## config.mk

```make
export PLATFORM = sky130hd
export DESIGN_NAME = vram_fill_writer
export DESIGN_NICKNAME = d
export VERILOG_FILES = /design/src/rtl/vram_fill_writer.sv
export SDC_FILE = /design/constraint.sdc
export NUM_CORES = 1
export LEC_CHECK = 0
export BUFFER_PORTS_ARGS = -buffer_cell sky130_fd_sc_hd__clkbuf_2
export CAP_MARGIN = 5
export CORE_MARGIN = 2
export CORE_UTILIZATION = 48
export DETAILED_ROUTE_END_ITERATION = 6
export GPL_TIMING_DRIVEN = 1
export PLACE_DENSITY = 0.65
export SETUP_SLACK_MARGIN = 0.1
export SKIP_LAST_GASP = 1
export SLEW_MARGIN = 20
export SYNTH_ARGS = -nofsm -noshare
export SYNTH_HDL_FRONTEND = slang
export SYNTH_SLANG_ARGS = --single-unit
```

## constraint.sdc

```tcl
create_clock -name clk_25mhz -period 6 [get_ports clk_25mhz]
set_input_delay 1.2 -clock clk_25mhz [delete_from_list [all_inputs] [get_ports clk_25mhz]]
set_output_delay 1.2 -clock clk_25mhz [all_outputs]
set_load 0.02 [all_outputs]
```

## src/rtl/vram_fill_writer.sv

```systemverilog
// rtl/vram_fill_writer.sv - rectangle fill engine for the write port of the background VRAM
// Clips each command to the canvas and writes one pixel per clock in raster order, gated by wr_win.
module vram_fill_writer #(
  parameter int WIDTH  = 960,
  parameter int HEIGHT = 480,
  parameter int ADR_W  = 19,
  parameter int DAT_W  = 9
) (
  input  logic             clk_25mhz,
  input  logic             RST_N,
  input  logic             cmd_valid,
  output logic             cmd_ready,
  input  logic [9:0]       cmd_x,
  input  logic [8:0]       cmd_y,
  input  logic [9:0]       cmd_w,
  input  logic [8:0]       cmd_h,
  input  logic [DAT_W-1:0] cmd_color,
  input  logic             wr_win,
  output logic             vram_we,
  output logic [ADR_W-1:0] vram_adr,
  output logic [DAT_W-1:0] vram_din,
  output logic             busy,
  output logic             done
);

  typedef enum logic [1:0] {IDLE, SETUP, FILL, DONE} state_t;

  localparam logic [10:0]      WIDTH_X  = 11'(WIDTH);
  localparam logic [9:0]       HEIGHT_Y = 10'(HEIGHT);
  localparam logic [ADR_W-1:0] STRIDE   = ADR_W'(WIDTH);

  state_t             state_q, state_d;
  logic [9:0]         x_q, x_d, w_q, w_d, cw_q, cw_d, col_q, col_d;
  logic [8:0]         y_q, y_d, h_q, h_d, ch_q, ch_d, row_q, row_d;
  logic [DAT_W-1:0]   color_q, color_d;
  logic [ADR_W-1:0]   base_q, base_d, adr_q, adr_d;
  logic               out_en_q, out_en_d;

  logic               x_in, y_in;
  logic [9:0]         x_rem, clip_w;
  logic [8:0]         y_rem, clip_h;
  logic [ADR_W-1:0]   row_base;

  // Remaining canvas extent is only meaningful when the origin lies inside the canvas.
  always_comb begin
    x_in     = {1'b0, x_q} < WIDTH_X;
    y_in     = {1'b0, y_q} < HEIGHT_Y;
    x_rem    = 10'(WIDTH_X - {1'b0, x_q});
    y_rem    = 9'(HEIGHT_Y - {1'b0, y_q});
    clip_w   = (w_q < x_rem) ? w_q : x_rem;
    clip_h   = (h_q < y_rem) ? h_q : y_rem;
    row_base = ADR_W'(y_q) * STRIDE + ADR_W'(x_q);
  end

  always_comb begin
    state_d  = state_q;
    x_d      = x_q;
    y_d      = y_q;
    w_d      = w_q;
    h_d      = h_q;
    cw_d     = cw_q;
    ch_d     = ch_q;
    col_d    = col_q;
    row_d    = row_q;
    color_d  = color_q;
    base_d   = base_q;
    adr_d    = adr_q;
    out_en_d = 1'b1;
    case (state_q)
      IDLE: begin
        if (cmd_valid && cmd_ready) begin
          x_d     = cmd_x;
          y_d     = cmd_y;
          w_d     = cmd_w;
          h_d     = cmd_h;
          color_d = cmd_color;
          state_d = SETUP;
        end
      end
      SETUP: begin
        if (!x_in || !y_in || w_q == 10'd0 || h_q == 9'd0) begin
          state_d = DONE;
        end else begin
          cw_d    = clip_w;
          ch_d    = clip_h;
          base_d  = row_base;
          adr_d   = row_base;
          col_d   = 10'd0;
          row_d   = 9'd0;
          state_d = FILL;
        end
      end
      FILL: begin
        if (wr_win) begin
          if (col_q < cw_q - 10'd1) begin
            col_d = col_q + 10'd1;
            adr_d = adr_q + 1'b1;
          end else if (row_q < ch_q - 9'd1) begin
            col_d  = 10'd0;
            row_d  = row_q + 9'd1;
            base_d = base_q + STRIDE;
            adr_d  = base_q + STRIDE;
          end else begin
            state_d = DONE;
          end
        end
      end
      DONE: state_d = IDLE;
      default: state_d = IDLE;
    endcase
  end

  always_ff @(posedge clk_25mhz) begin
    if (!RST_N) begin
      state_q  <= IDLE;
      x_q      <= '0;
      y_q      <= '0;
      w_q      <= '0;
      h_q      <= '0;
      cw_q     <= '0;
      ch_q     <= '0;
      col_q    <= '0;
      row_q    <= '0;
      color_q  <= '0;
      base_q   <= '0;
      adr_q    <= '0;
      out_en_q <= 1'b0;
    end else begin
      state_q  <= state_d;
      x_q      <= x_d;
      y_q      <= y_d;
      w_q      <= w_d;
      h_q      <= h_d;
      cw_q     <= cw_d;
      ch_q     <= ch_d;
      col_q    <= col_d;
      row_q    <= row_d;
      color_q  <= color_d;
      base_q   <= base_d;
      adr_q    <= adr_d;
      out_en_q <= out_en_d;
    end
  end

  // out_en_q keeps cmd_ready low until the first edge that sees reset released.
  assign cmd_ready = (state_q == IDLE) && out_en_q;
  assign busy      = (state_q != IDLE);
  assign done      = (state_q == DONE);
  assign vram_we   = (state_q == FILL) && wr_win;
  assign vram_adr  = adr_q;
  assign vram_din  = color_q;

endmodule
```

# Word level (Yosys, flattened, before mapping)

Index checks and enable logic that the tools add are counted.

Logic and storage cells: 85
Flip-flop bits (word level): 126
Output and inout port bits: 32
Bits of input ports: 51

Magnitude comparators: 6
Bitwise gates (word level): 1
$add $sub $neg: 9
Reductions and logical operators: 18
Eq/ne operators: 10
$mul: 1
Muxes and demuxes: 27

Operators with widths:

| operator                                            | count |
|---|---|
| two-way mux 19 bit                                  | 6 |
| one-hot mux 19 bit (2 select lines)                 | 2 |
| two-way mux 10 bit                                  | 5 |
| two-way mux 9 bit                                   | 5 |
| less-than comparator 10 bit                         | 2 |
| one-hot mux 10 bit (2 select lines)                 | 1 |
| adder 19 x 1 -> 19 bit (second input constant)      | 1 |
| adder 19 x 10 -> 19 bit                             | 1 |
| adder 19 x 10 -> 19 bit (second input constant)     | 1 |
| less-than comparator 9 bit                          | 2 |
| one-hot mux 9 bit (2 select lines)                  | 1 |
| multiplier 9 x 4 -> 13 bit (second input constant)  | 1 |
| inequality test 2 bit (second input constant)       | 6 |
| adder 10 x 1 -> 10 bit (second input constant)      | 1 |
| logical NOT 10 bit                                  | 1 |
| less-than comparator 10 bit (second input constant) | 1 |
| subtractor 10 x 1 -> 10 bit (second input constant) | 1 |
| subtractor 10 bit (first input constant)            | 1 |
| adder 9 x 1 -> 9 bit (second input constant)        | 1 |
| logical NOT 9 bit                                   | 1 |
| less-than comparator 9 bit (second input constant)  | 1 |
| subtractor 9 x 1 -> 9 bit (second input constant)   | 1 |
| subtractor 9 bit (first input constant)             | 1 |
| two-way mux 2 bit                                   | 4 |
| 14 further kinds                                    | 24 |

# Depth between registers and ports, before layout

Gate-level depths: netlist of the first run.

Depth in word-level cells: 7
Depth in mapped cells: 15
Depth with buffers taken out: 14

# Least setup slack after synthesis of the first run

No wires, ideal clock.

Kind: register -> register
Start point: register y_q[0]
End point: register adr_q[18], in the netlist vram_adr[18]
Required time: 5.926 ns
Data arrival time: 3.584 ns
Period minus slack after synthesis: 3.658 ns
Path buffers: 0
Cell stages (with the launch flop): 14
Setup slack: 2.342 ns
Setup time: 0.074 ns
Cell sequence: dfxtp_1 -> fa_1 -> inv_1 -> fa_1 -> inv_1 -> fa_1 -> a211oi_2 -> nor2_1 -> nor4b_4 -> o2111ai_1 -> nor4b_1 -> xnor2_1 -> nand2_1 -> a31oi_1

Cells in the longest elaborated chain, start to end: 7
Elaborated cells on any way between the ends: 11
Classes of those cells: add/sub (1); mul (1); order compare (1); eq/ne (1); mux (2); reduce/logical (5)

RTL lines:

| what                                                                            | line | RTL |
|---|---|---|
| start, declared                                                                 | 34   | `logic [8:0] y_q, y_d, h_q, h_d, ch_q, ch_d, row_q, row_d;` |
| start signal, assigned                                                          | 131  | `y_q <= y_d;` |
| parallel branches: the longest is 7 deep, another holds adder 19 x 10 -> 19 bit | -    |  |
| end signal, assigned                                                            | 140  | `adr_q <= adr_d;` |
| end, declared                                                                   | 36   | `logic [ADR_W-1:0] base_q, base_d, adr_q, adr_d;` |

Parallel ways; which one is timed is not known. The select of a mux whose other input is x is not followed.
A chain may end at the register's enable or synchronous reset.

# Worst setup path in the final report of the first run

Start point: register cw_q[2]
End point: register row_q[8]

Cells in the longest elaborated chain, start to end: 4

RTL lines:

| what                                   | line | RTL |
|---|---|---|
| start, declared                        | 33   | `logic [9:0] x_q, x_d, w_q, w_d, cw_q, cw_d, col_q, col_d;` |
| start signal, assigned                 | 134  | `cw_q <= cw_d;` |
| subtractor 10 x 1 -> 10 bit            | 95   | `if (col_q < cw_q - 10'd1) begin` |
| less-than comparator 10 bit            | 95   |  |
| inequality test 2 bit (no source line) | -    |  |
| AND reduction 5 bit (no source line)   | -    |  |
| end signal, assigned                   | 137  | `row_q <= row_d;` |
| end, declared                          | 34   |  |

Every way passes these cells.

==> impl_metrics.py, run 1 <==
metrics = {
    "power": {
        "seq_power_share_pct": 30.4,
        "switching_share_pct": 41.57,
        "p_int_w": 0.002255,
        "largest_voltage_drop_on_the_vdd_net_v": 0.0002616,
        "cellPowerDensity_nw_per_um2": 392.3,
        "leak_nw": 4.118,
        "p_switching_w": 0.001605,
        "share_comb_of_total_power_pct": 44.2,
        "share_clk_of_total_power_pct": 25.5,
    },
    "grt": {
        "first_global_vias": 7318,
        "grt_first_pass_wirelength_um": 35850,
        "grt_antenna_before_repair": 0,
        "largest_net_degree_at_the_start_of_global_routing": 56,
        "grtUsageTotal_pct": 22.41,
        "global_route.overflow_total": 0,
    },
    "floorplan": {
        "initial_core_util_pct": 48.67,
        "core_um2": 17900,
        "floorplan.io_pins": 83,
        "die_height_um": 138.7,
        "fp-row-count": 49,
        "design.die.area_um2": 19250,
        "die_w_um": 138.7,
    },
    "yosys": {
        "syn_area_um2": 8713,
        "synth-async-reset-ratio_pct": 0,
        "synth_simple_gate_area_share_pct": 19.79,
        "mappedNetlistNets": 1240,
        "yosysSeqAreaShare_pct": 28.95,
        "synth_top_flop_cell": "sky130_fd_sc_hd__dfxtp_1",
        "yosys_warnings": 0,
        "synth_adder_area_share_pct": 14.45,
        "netlist-cell-type-count": 68,
        "synth_edf_count": 0,
        "netlist_instances": 1098,
        "combinational_family_with_the_most_area_after_synthesis": "compound AO/OA/AOI/OAI gates",
        "synth_compound_gate_area_share_pct": 20.32,
        "ff_latch_count_synth": 126,
        "synth.mux.area_fraction_pct": 2.628,
        "post_synth_xor_area_fraction_pct": 8.242,
        "synth_area_per_cell_um2": 7.936,
    },
    "route": {
        "routed_wirelength_um": 21330,
        "postRouteAntennaNets": 0,
        "drc": 0,
        "detail_route.wl_per_cell_um": 15.24,
        "route.detailed.vias_per_inst": 5.526,
        "drtIter0Drc": 536,
        "num_vias": 7731,
        "detail_route.first_pass.iterations": 4,
    },
    "run_status": {
        "outcome": "complete, no violations",
    },
    "sta": {
        "hold_viol": 0,
        "setup_violations": 0,
        "fmaxAchievable_mhz": 240.5,
        "timing.setup.tns_ns": 0,
        "maxSlewHeadroom_pct": 26.04,
        "tightest_slew_ns": 1.103,
        "skew_ns": 0.01059,
        "period_needed_ns": 4.157,
        "min_period_over_period_pct": 69.29,
        "final_max_slew_viol_count": 0,
        "unrepaired_setup_endpoints_after_global_routing": "no",
        "holdWs_ns": 0.4528,
    },
    "worst_setup_path": {
        "critPathMaxFanout": 27,
        "critical-path-slowest-cell": "sky130_fd_sc_hd__a21oi_4",
        "cp_data_arrival_time_ns": 4.47,
        "crit_path_max_incr_delay_ns": 0.62,
        "worst_setup_path_start_kind": "flip-flop",
        "cp_num_buf_inv": 0,
        "worst-endpoint-required_ns": 6.31,
        "cp_top_family": "simple AND/OR/NAND/NOR gates",
        "cp_cell_sequence": "or3_1 > or2_2 > or3_1 > nor4_1 > xnor2_1 > ha_1 > nand4_1 > a21oi_1 > o21a_1 > o2111ai_2 > a21oi_4 > nand2_1 > mux2_2",
        "critPathKind": "flip-flop to flip-flop",
        "critical_path.most_common_cell": "sky130_fd_sc_hd__or3_1",
        "endpoint_kind": "flip-flop",
    },
    "clock_network": {
        "clk_transition_reported_paths_ns": 0.06,
        "cts_tree": "yes",
        "tritoncts_num_sinks": 126,
        "root_buffer": "sky130_fd_sc_hd__clkbuf_16",
        "post_cts.repair.setup_buffers": 0,
        "clk_path_buf_depth": 2,
        "clock_latency_on_the_worst_skew_pair_ns": 0.42,
        "post_cts_resize_count": 0,
        "depth_of_the_cts_h_tree": 4,
        "numCtsBuffers": 17,
        "ctsHoldBuffers": 0,
    },
    "job": {
        "cap_viol_max_count": 0,
    },
    "placement": {
        "post_dp_hpwl_um": 15700,
        "final_estimated_routing_congestion_in_global_placement": 0.8459,
        "port_buffers": 82,
    },
    "finish": {
        "fillCellCount": 1709,
        "antenna_cells": 0,
        "area_grow_syn2layout_pct": 12.91,
        "drive_gt1_share_pct": 13.25,
        "finalNetCount": 1299,
    },
    "hold_path": {
        "timing.hold.worst.class": "flip-flop to flip-flop",
    },
}
power groups by stage:
stage / clock network [W] / logic [W] / registers (W)
2_1_floorplan: 0 / 0.00126 / 0.00120
3_3_place_gp: 0 / 0.00167 / 0.00118
3_5_place_dp: 0 / 0.00169 / 0.00119
4_1_cts: 0.000993 / 0.00171 / 0.00117
5_1_grt: 0.00103 / 0.00193 / 0.00120
6_report: 0.000982 / 0.00171 / 0.00117
per-stage QoR:
step	total power, W	cells	setup slack [ns]	utilization [%]	instance area (µm²)
2_1_floorplan	0.002461	1098	2.342	-	8713
3_3_place_gp	0.002852	1367	1.814	51.76	9266
3_5_place_dp	0.002875	1367	1.676	51.76	9266
4_1_cts	0.003871	1399	1.594	54.91	9831
5_1_grt	0.004160	1399	1.545	54.96	9838
6_report	0.003860	1399	1.843	54.96	9838
area by class of cell:
type,instances,area (µm²),share of cell area (%)
Multi-Input combinational cell,846,5713,58.07
Sequential cell,126,2522,25.64
Clock buffer,23,478.0,4.858
Timing Repair Buffer,89,462.9,4.706
Inverter,77,289.0,2.938
Tap cell,229,286.5,2.912
Clock inverter,9,86.33,0.8775
Yosys cell counts, types with 5 or more instances:
cell type	instances	area [µm²]
sky130_fd_sc_hd__mux2i_1	6	60.06
sky130_fd_sc_hd__dfxtp_1	126	2522
sky130_fd_sc_hd__inv_1	76	285.3
sky130_fd_sc_hd__a21o_1	17	127.6
sky130_fd_sc_hd__a21oi_1	100	500.5
sky130_fd_sc_hd__xor2_1	32	280.3
sky130_fd_sc_hd__clkbuf_1	36	135.1
sky130_fd_sc_hd__fa_1	16	320.3
sky130_fd_sc_hd__nand2b_1	7	43.79
sky130_fd_sc_hd__nand4_1	12	75.07
sky130_fd_sc_hd__buf_2	8	40.04
sky130_fd_sc_hd__nor3_1	23	115.1
sky130_fd_sc_hd__o211ai_1	10	75.07
sky130_fd_sc_hd__nor2_1	70	262.8
sky130_fd_sc_hd__ha_1	75	938.4
sky130_fd_sc_hd__o21ai_0	65	325.3
sky130_fd_sc_hd__a211oi_1	6	45.04
sky130_fd_sc_hd__nand2_1	165	619.3
sky130_fd_sc_hd__nor4_1	8	50.05
sky130_fd_sc_hd__or3_1	13	81.33
sky130_fd_sc_hd__nand3_1	36	180.2
sky130_fd_sc_hd__a31oi_1	25	156.4
sky130_fd_sc_hd__o21a_1	8	60.06
sky130_fd_sc_hd__and3_1	6	37.54
sky130_fd_sc_hd__xnor2_1	50	437.9
sky130_fd_sc_hd__a311oi_1	6	52.55
sky130_fd_sc_hd__a211o_1	5	43.79
sky130_fd_sc_hd__mux2_2	15	168.9
cells by family (layout without fill, tap and decap cells):
family | Yosys count | count (layout)
AND/OR/NAND/NOR | 368 | 368
AO/OA/AOI/OAI | 284 | 284
flip-flops | 126 | 126
buffers and inverters | 126 | 198
adder cells (fa/ha/maj) | 91 | 91
XOR/XNOR | 82 | 82
multiplexers | 21 | 21
routing by layer:
| metal | wire length, µm | share of wire (%) | GRT usage, % |
|---|---|---|---|
| met1 | 10270 | 48 | 30.42 |
| met3 | 908 | 4.3 | 4.316 |
| met4 | 380 | 1.8 | 6.964 |
| met5 | 0 | 0 | 0 |
| met2 | 9762 | 46 | 36.27 |
path summary, 6_finish.rpt:
path / start / endpoint / slack (ns) / depth (start not counted)
hold / removal: y_q[3] / y_q[3] / 0.45 / 2
hold reg to reg: y_q[3] / y_q[3] / 0.45 / 2
setup reg to reg: cw_q[2] / row_q[8] / 1.84 / 13
setup / recovery: cw_q[2] / row_q[8] / 1.84 / 13
state kept, by name, summed over array words and instances, names as in the netlist:
signal,cells
cw_q,10
x_q,10
y_q,9
out_en_q,1
base_q,19
state_q,2
vram_din,9
ch_q,9
row_q,9
vram_adr,19
w_q,10
col_q,10
h_q,9
placed cells by master (no fill, tap or decap), types with 4 or more instances in the layout:
| cell type | Yosys | routed |
|---|---|---|
| sky130_fd_sc_hd__xnor2_1 | 50 | 50 |
| sky130_fd_sc_hd__mux2_2 | 15 | 15 |
| sky130_fd_sc_hd__buf_4 | 0 | 7 |
| sky130_fd_sc_hd__o21a_1 | 8 | 8 |
| sky130_fd_sc_hd__dfxtp_1 | 126 | 126 |
| sky130_fd_sc_hd__a21o_1 | 17 | 17 |
| sky130_fd_sc_hd__nand2b_1 | 7 | 7 |
| sky130_fd_sc_hd__nand4_1 | 12 | 12 |
| sky130_fd_sc_hd__a311oi_1 | 6 | 6 |
| sky130_fd_sc_hd__xor2_1 | 32 | 32 |
| sky130_fd_sc_hd__nor3_1 | 23 | 23 |
| sky130_fd_sc_hd__nor4_1 | 8 | 8 |
| sky130_fd_sc_hd__o211ai_1 | 10 | 10 |
| sky130_fd_sc_hd__fa_1 | 16 | 16 |
| sky130_fd_sc_hd__inv_1 | 76 | 75 |
| sky130_fd_sc_hd__a21oi_1 | 100 | 100 |
| sky130_fd_sc_hd__and3_1 | 6 | 6 |
| sky130_fd_sc_hd__clkbuf_16 | 0 | 17 |
| sky130_fd_sc_hd__a211o_1 | 5 | 5 |
| sky130_fd_sc_hd__a31oi_1 | 25 | 25 |
| sky130_fd_sc_hd__nand2_1 | 165 | 165 |
| sky130_fd_sc_hd__ha_1 | 75 | 75 |
| sky130_fd_sc_hd__or3_1 | 13 | 13 |
| sky130_fd_sc_hd__nor2_1 | 70 | 68 |
| sky130_fd_sc_hd__o21ai_1 | 4 | 4 |
| sky130_fd_sc_hd__mux2i_1 | 6 | 6 |
| sky130_fd_sc_hd__o21ai_0 | 65 | 65 |
| sky130_fd_sc_hd__nand3_1 | 36 | 36 |
| sky130_fd_sc_hd__clkbuf_2 | 0 | 82 |
| sky130_fd_sc_hd__clkinvlp_4 | 0 | 5 |
| sky130_fd_sc_hd__a211oi_1 | 6 | 6 |
worst reg2reg max path: cells and delay by family (launching register included):
kind | cells | cell delay, ns
compound gates | 4 | 1.40
xor+xnor | 1 | 0.13
fa+ha+maj | 1 | 0.34
flops | 1 | 0.34
mux | 1 | 0.29
simple gates | 6 | 1.56
Note: power is estimated with default switching activity, not from simulation.
==> run 2, diff against run 1 <==
--- a/config.mk
+++ b/config.mk
@@ -5,6 +5,7 @@
 export SDC_FILE = /design/constraint.sdc
 export NUM_CORES = 1
 export LEC_CHECK = 0
+export ABC_AREA = 1
 export BUFFER_PORTS_ARGS = -buffer_cell sky130_fd_sc_hd__clkbuf_2
 export CAP_MARGIN = 5
 export CORE_MARGIN = 2
==> constraint.sdc (replaced) <==
create_clock -name clk_25mhz -period 4.2 [get_ports clk_25mhz]
set_input_delay 0.84 -clock clk_25mhz [delete_from_list [all_inputs] [get_ports clk_25mhz]]
set_output_delay 0.84 -clock clk_25mhz [all_outputs]
set_load 0.02 [all_outputs]
==> impl_metrics.py, run 2 <==
metrics = {
    "run_status": {
        "outcome": "complete, no violations",
    },
    "placement": {
        "post_dp_hpwl_um": 16500,
        "port_buffers": 82,
        "final_estimated_routing_congestion_in_global_placement": 0.8521,
        "placed_cells_incl_taps": 1592,
        "pre_cts_ws_ns": 0.7046,
    },
    "worst_setup_path": {
        "crit_path_max_incr_delay_ns": 0.55,
        "cp_cell_sequence": "nor3_1 > nand4_1 > nand2_1 > xor2_1 > ha_1 > a21oi_1 > nor3_1 > a211oi_1 > nand3_1 > o211ai_1 > a21oi_1",
        "worst_setup_path_startpoint": "x_q[0]",
        "cp_data_arrival_time_ns": 3.83,
        "critical-path-slowest-cell": "sky130_fd_sc_hd__nand3_1",
        "endpoint_kind": "flip-flop",
        "critPathKind": "flip-flop to flip-flop",
        "worst-endpoint-required_ns": 4.49,
        "worst_setup_path_start_kind": "flip-flop",
        "cp_top_family": "simple AND/OR/NAND/NOR gates",
        "r2r_cells": 11,
        "timing.critical_path.depth": 11,
        "critPathMaxFanout": 18,
        "crit-reg2reg-launch": "x_q[0]",
        "cp_num_buf_inv": 0,
    },
    "route": {
        "routed_wirelength_um": 22110,
        "highest_layer": "met4",
        "detail_route.first_pass.iterations": 5,
        "drc": 0,
        "detail_route.wl_per_cell_um": 13.62,
        "detailroute.wirelength.met2_um": 9663,
        "postRouteAntennaNets": 0,
        "wire_length_on_met1_um": 11290,
        "route.detailed.vias_per_inst": 5.172,
        "wl_met3_um": 873,
        "num_vias": 8399,
        "drtIter0Drc": 455,
    },
    "sta": {
        "timing.setup.tns_ns": 0,
        "worst_slack_ns": 0.6646,
        "fmaxAchievable_mhz": 282.9,
        "skew_ns": 0.01133,
        "final_max_slew_viol_count": 0,
        "maxSlewHeadroom_pct": 45.22,
        "unrepaired_setup_endpoints_after_global_routing": "no",
        "holdWs_ns": 0.4541,
        "setup_violations": 0,
        "hold_viol": 0,
        "period_needed_ns": 3.535,
        "tightest_slew_ns": 0.8166,
        "min_period_over_period_pct": 84.18,
    },
    "power": {
        "report.power.total_w": 0.006034,
        "cellPowerDensity_nw_per_um2": 595.0,
        "largest_voltage_drop_on_the_vdd_net_v": 0.0003226,
        "leak_nw": 4.671,
    },
    "yosys": {
        "netlist.area_leader.share_pct": 28.17,
        "syn_area_um2": 8955,
        "ff_latch_count_synth": 126,
        "netlist-cell-type-count": 42,
        "synth.most_common_cell": "sky130_fd_sc_hd__nand2_1",
        "synth_top_flop_cell": "sky130_fd_sc_hd__dfxtp_1",
        "synth_area_per_cell_um2": 6.779,
        "yosys_warnings": 0,
        "cells_taking_the_most_area_after_synthesis": "sky130_fd_sc_hd__dfxtp_1 (28%), sky130_fd_sc_hd__nand2_1 (12%), sky130_fd_sc_hd__ha_1 (10%)",
        "synth_top_area_cell": "sky130_fd_sc_hd__dfxtp_1",
        "yosysSeqAreaShare_pct": 28.17,
        "synth_edf_count": 0,
        "netlist_instances": 1321,
        "synth-async-reset-ratio_pct": 0,
        "mappedNetlistNets": 1463,
        "synth_top_cells_by_count": "sky130_fd_sc_hd__nand2_1 (290), sky130_fd_sc_hd__inv_1 (155), sky130_fd_sc_hd__a21oi_1 (145)",
    },
    "clock_network": {
        "depth_of_the_cts_h_tree": 4,
        "post_cts.repair.setup_buffers": 0,
        "clk_path_buf_depth": 2,
        "post_cts_resize_count": 0,
        "cts_tree": "yes",
        "tritoncts_num_sinks": 126,
        "clock_latency_on_the_worst_skew_pair_ns": 0.44,
        "root_buffer": "sky130_fd_sc_hd__clkbuf_16",
        "numCtsBuffers": 17,
        "ctsHoldBuffers": 0,
        "clk_transition_reported_paths_ns": 0.06,
    },
    "grt": {
        "first_global_vias": 7682,
        "grt_antenna_before_repair": 0,
        "global_route.overflow_total": 0,
        "grtUsageTotal_pct": 22.86,
        "grt_first_pass_wirelength_um": 37210,
        "largest_net_degree_at_the_start_of_global_routing": 84,
    },
    "finish": {
        "area_grow_syn2layout_pct": 13.26,
        "antenna_cells": 0,
        "finalNetCount": 1524,
        "layout.cells.most_common_list": "sky130_fd_sc_hd__nand2_1 (289), sky130_fd_sc_hd__inv_1 (155), sky130_fd_sc_hd__a21oi_1 (145)",
        "drive_gt1_share_pct": 10.39,
        "layout_commonest_cell": "sky130_fd_sc_hd__nand2_1",
        "final_cells": 1624,
    },
    "floorplan": {
        "design.die.area_um2": 19760,
        "floorplan.io_pins": 83,
        "core_um2": 18150,
        "initial_core_util_pct": 49.35,
        "fp-row-count": 49,
        "die_height_um": 140.6,
        "die_w_um": 140.6,
    },
    "job": {
        "cap_viol_max_count": 0,
    },
    "hold_path": {
        "timing.hold.worst.class": "flip-flop to flip-flop",
        "min-delay-start": "base_q[3]",
        "holdPathStages": 2,
    },
}
==> run 2: metal layers <==
layer	vias to the layer above	track usage [%]
li1	4437	-
met1	3769	32.89
met2	171	35.71
met3	22	3.567
met4	0	6.474
met5	-	0
==> run 2: worst min-delay path: stages (launching register included) <==
cell and delay (ns):
sky130_fd_sc_hd__dfxtp_1 0.31, sky130_fd_sc_hd__inv_1 0.05, sky130_fd_sc_hd__a21oi_1 0.05
==> run 2: area by class of cell <==
cell class / count / area, µm²
Sequential cell: 126 / 2522
Inverter: 161 / 604.3
Timing Repair Buffer: 92 / 485.5
Clock inverter: 14 / 181.4
Multi-Input combinational cell: 984 / 5623
Fill cell: 1836 / 8005
Clock buffer: 18 / 439.2
Tap cell: 229 / 286.5
==> run 2: cell families after synthesis <==
logic type	after synthesis	share of synthesized area, %
XOR/XNOR	63	6.246
AO/OA/AOI/OAI	286	16.70
buffers and inverters	211	9.138
flip-flops	126	28.17
adder cells (fa/ha/maj)	91	14.06
AND/OR/NAND/NOR	544	25.70
==> run 2: power breakdown <==
| part | internal [W] | switching (W) | leakage (nW) |
|---|---|---|---|
| clock | 0.000960 | 0.000602 | 0.302 |
| sequential | 0.00145 | 0.000248 | 1.03 |
| combinational | 0.000940 | 0.00183 | 3.34 |
==> run 2: worst paths after layout <==
path	slack, ns	to
setup / recovery	0.66	cw_q[6]
hold / removal	0.45	base_q[3]
setup reg to reg	0.66	cw_q[6]
hold reg to reg	0.45	base_q[3]
==> run 2: per-stage QoR <==
stage	cell area (µm²)	utilization, %
2_1_floorplan	8955	-
3_3_place_gp	9515	52.43
3_5_place_dp	9515	52.43
4_1_cts	10140	55.85
5_1_grt	10140	55.89
6_report	10140	55.89
==> run 3, diff against run 2 <==
--- a/config.mk
+++ b/config.mk
@@ -12,7 +12,7 @@
 export CORE_UTILIZATION = 48
 export DETAILED_ROUTE_END_ITERATION = 6
 export GPL_TIMING_DRIVEN = 1
-export PLACE_DENSITY = 0.65
+export PLACE_DENSITY = 0.67
 export SETUP_SLACK_MARGIN = 0.1
 export SKIP_LAST_GASP = 1
 export SLEW_MARGIN = 20
==> constraint.sdc (replaced) <==
create_clock -name clk_25mhz -period 3.2 [get_ports clk_25mhz]
set_input_delay 0.64 -clock clk_25mhz [delete_from_list [all_inputs] [get_ports clk_25mhz]]
set_output_delay 0.64 -clock clk_25mhz [all_outputs]
set_load 0.02 [all_outputs]
==> impl_metrics.py, run 3 (synthesis results as in run 2) <==
metrics = {
    "route": {
        "drtIter0Drc": 479,
        "postRouteAntennaNets": 0,
        "route.detailed.vias_per_inst": 5.197,
        "routed_wirelength_um": 22970,
        "drc": 0,
        "detail_route.first_pass.iterations": 5,
        "num_vias": 8711,
        "detail_route.wl_per_cell_um": 13.71,
    },
    "sta": {
        "final_max_slew_viol_count": 0,
        "period_needed_ns": 3.395,
        "hold_viol": 0,
        "setup_violations": 18,
        "maxSlewHeadroom_pct": 50.24,
        "min_period_over_period_pct": 106.1,
        "timing.setup.tns_ns": -1.753,
        "unrepaired_setup_endpoints_after_global_routing": "yes",
        "tightest_slew_ns": 0.7464,
        "worst_slack_ns": -0.1947,
        "skew_ns": 0.01177,
        "fmaxAchievable_mhz": 294.6,
    },
    "floorplan": {
        "design.die.area_um2": 19760,
        "die_height_um": 140.6,
        "core_um2": 18150,
        "fp-row-count": 49,
        "initial_core_util_pct": 49.35,
        "die_w_um": 140.6,
        "floorplan.io_pins": 83,
    },
    "worst_setup_path": {
        "endpoint_kind": "flip-flop",
        "critPathKind": "flip-flop to flip-flop",
        "cp_data_arrival_time_ns": 3.74,
        "worst-endpoint-required_ns": 3.55,
        "critPathMaxFanout": 4,
        "worst_setup_path_start_kind": "flip-flop",
    },
    "finish": {
        "utilization_pct": 59.59,
        "area_grow_syn2layout_pct": 20.76,
        "ff_latch_area_um2": 2527,
        "multi_input_area_um2": 5798,
        "final_cells": 1676,
        "antenna_cells": 0,
        "layout_commonest_cell": "sky130_fd_sc_hd__nand2_1",
        "fillCellCount": 1720,
        "layout.cells.most_common_list": "sky130_fd_sc_hd__nand2_1 (277), sky130_fd_sc_hd__inv_1 (147), sky130_fd_sc_hd__a21oi_1 (138)",
        "drive_gt1_share_pct": 17.00,
        "finalNetCount": 1577,
    },
    "clock_network": {
        "depth_of_the_cts_h_tree": 4,
        "clk_path_buf_depth": 2,
        "cts_tree": "yes",
        "clock_latency_on_the_worst_skew_pair_ns": 0.42,
        "root_buffer": "sky130_fd_sc_hd__clkbuf_16",
        "numCtsBuffers": 17,
        "tritoncts_num_sinks": 126,
        "clk_transition_reported_paths_ns": 0.06,
    },
    "job": {
        "cap_viol_max_count": 0,
    },
    "placement": {
        "final_estimated_routing_congestion_in_global_placement": 0.8475,
        "post_dp_hpwl_um": 16960,
        "placed_cells_incl_taps": 1631,
        "port_buffers": 82,
    },
    "grt": {
        "largest_net_degree_at_the_start_of_global_routing": 84,
        "global_route.overflow_total": 0,
        "grt_antenna_before_repair": 0,
        "grtUsageTotal_pct": 23.26,
        "first_global_vias": 7942,
        "grt_first_pass_wirelength_um": 37690,
    },
    "power": {
        "largest_voltage_drop_on_the_vdd_net_v": 0.0004386,
        "leak_nw": 4.964,
        "report.power.total_w": 0.008596,
        "cellPowerDensity_nw_per_um2": 794.8,
    },
    "run_status": {
        "violations": "negative setup slack",
        "outcome": "complete, but fails checks",
    },
    "hold_path": {
        "timing.hold.worst.class": "flip-flop to flip-flop",
    },
}
## run 3: final cells by class
class,count,area share (%)
Clock buffer,19,4.188
Clock inverter,12,1.493
Inverter,161,5.739
Multi-Input combinational cell,984,53.62
Sequential cell,126,23.37
Tap cell,229,2.650
Timing Repair Buffer,144,8.874
Timing Repair inverter,1,0.06942
## run 3: per-stage QoR
step / area [µm²] / hold slack [ns] / setup WS [ns]
final: 10810 / 0.4464 / -0.1947
after global routing: 10810 / 0.4639 / -0.3547
after CTS: 10510 / 0.4467 / -0.1462
after detailed placement: 9863 / 0.4404 / -0.1543
after global placement: 9863 / 0.4334 / -0.06201
after floorplan: 8972 / 0.4237 / 0.02840
## run 3: power breakdown
group | switching, W | internal [W]
registers | 0.000303 | 0.00191
logic | 0.00268 | 0.00169
clock network | 0.000754 | 0.00127
total | 0.00373 | 0.00486
## run 3: path summary, 6_finish.rpt
check             from    endpoint  slack, ns  depth (start not counted)
max             y_q[0]  base_q[17]      -0.19                         15
min          base_q[3]   base_q[3]       0.45                          2
max reg2reg     y_q[0]  base_q[17]      -0.19                         15
min reg2reg  base_q[3]   base_q[3]       0.45                          2
## run 3: routing by layer
layer	GRT usage [%]	routed length [µm]
met3	4.586	1129
met1	31.68	10940
met5	0	0
met2	38.52	10670
met4	5.105	225
## run 3: repair_timing
| action | CTS | global route |
|---|---|---|
| resized for setup | 14 | 53 |
| hold buffers | 0 | 0 |
| gates cloned | 0 | 3 |
| endpoints found under the setup margin | 33 | 72 |
| setup buffers | 1 | 10 |
| pin swaps | 6 | 10 |
## run 3: critical path, stage by stage, from the launching register on
cell and delay (ns):
sky130_fd_sc_hd__dfxtp_2 0.32, sky130_fd_sc_hd__fa_1 0.58, sky130_fd_sc_hd__inv_2 0.05, sky130_fd_sc_hd__fa_1 0.50
sky130_fd_sc_hd__inv_2 0.05, sky130_fd_sc_hd__fa_1 0.48, sky130_fd_sc_hd__ha_4 0.31, sky130_fd_sc_hd__buf_4 0.12
sky130_fd_sc_hd__nand2_2 0.06, sky130_fd_sc_hd__nand2_2 0.08, sky130_fd_sc_hd__nand2_2 0.07, sky130_fd_sc_hd__nor2_4 0.13
sky130_fd_sc_hd__nand4_1 0.12, sky130_fd_sc_hd__o21ai_1 0.19, sky130_fd_sc_hd__nand3_2 0.13, sky130_fd_sc_hd__a21oi_1 0.15
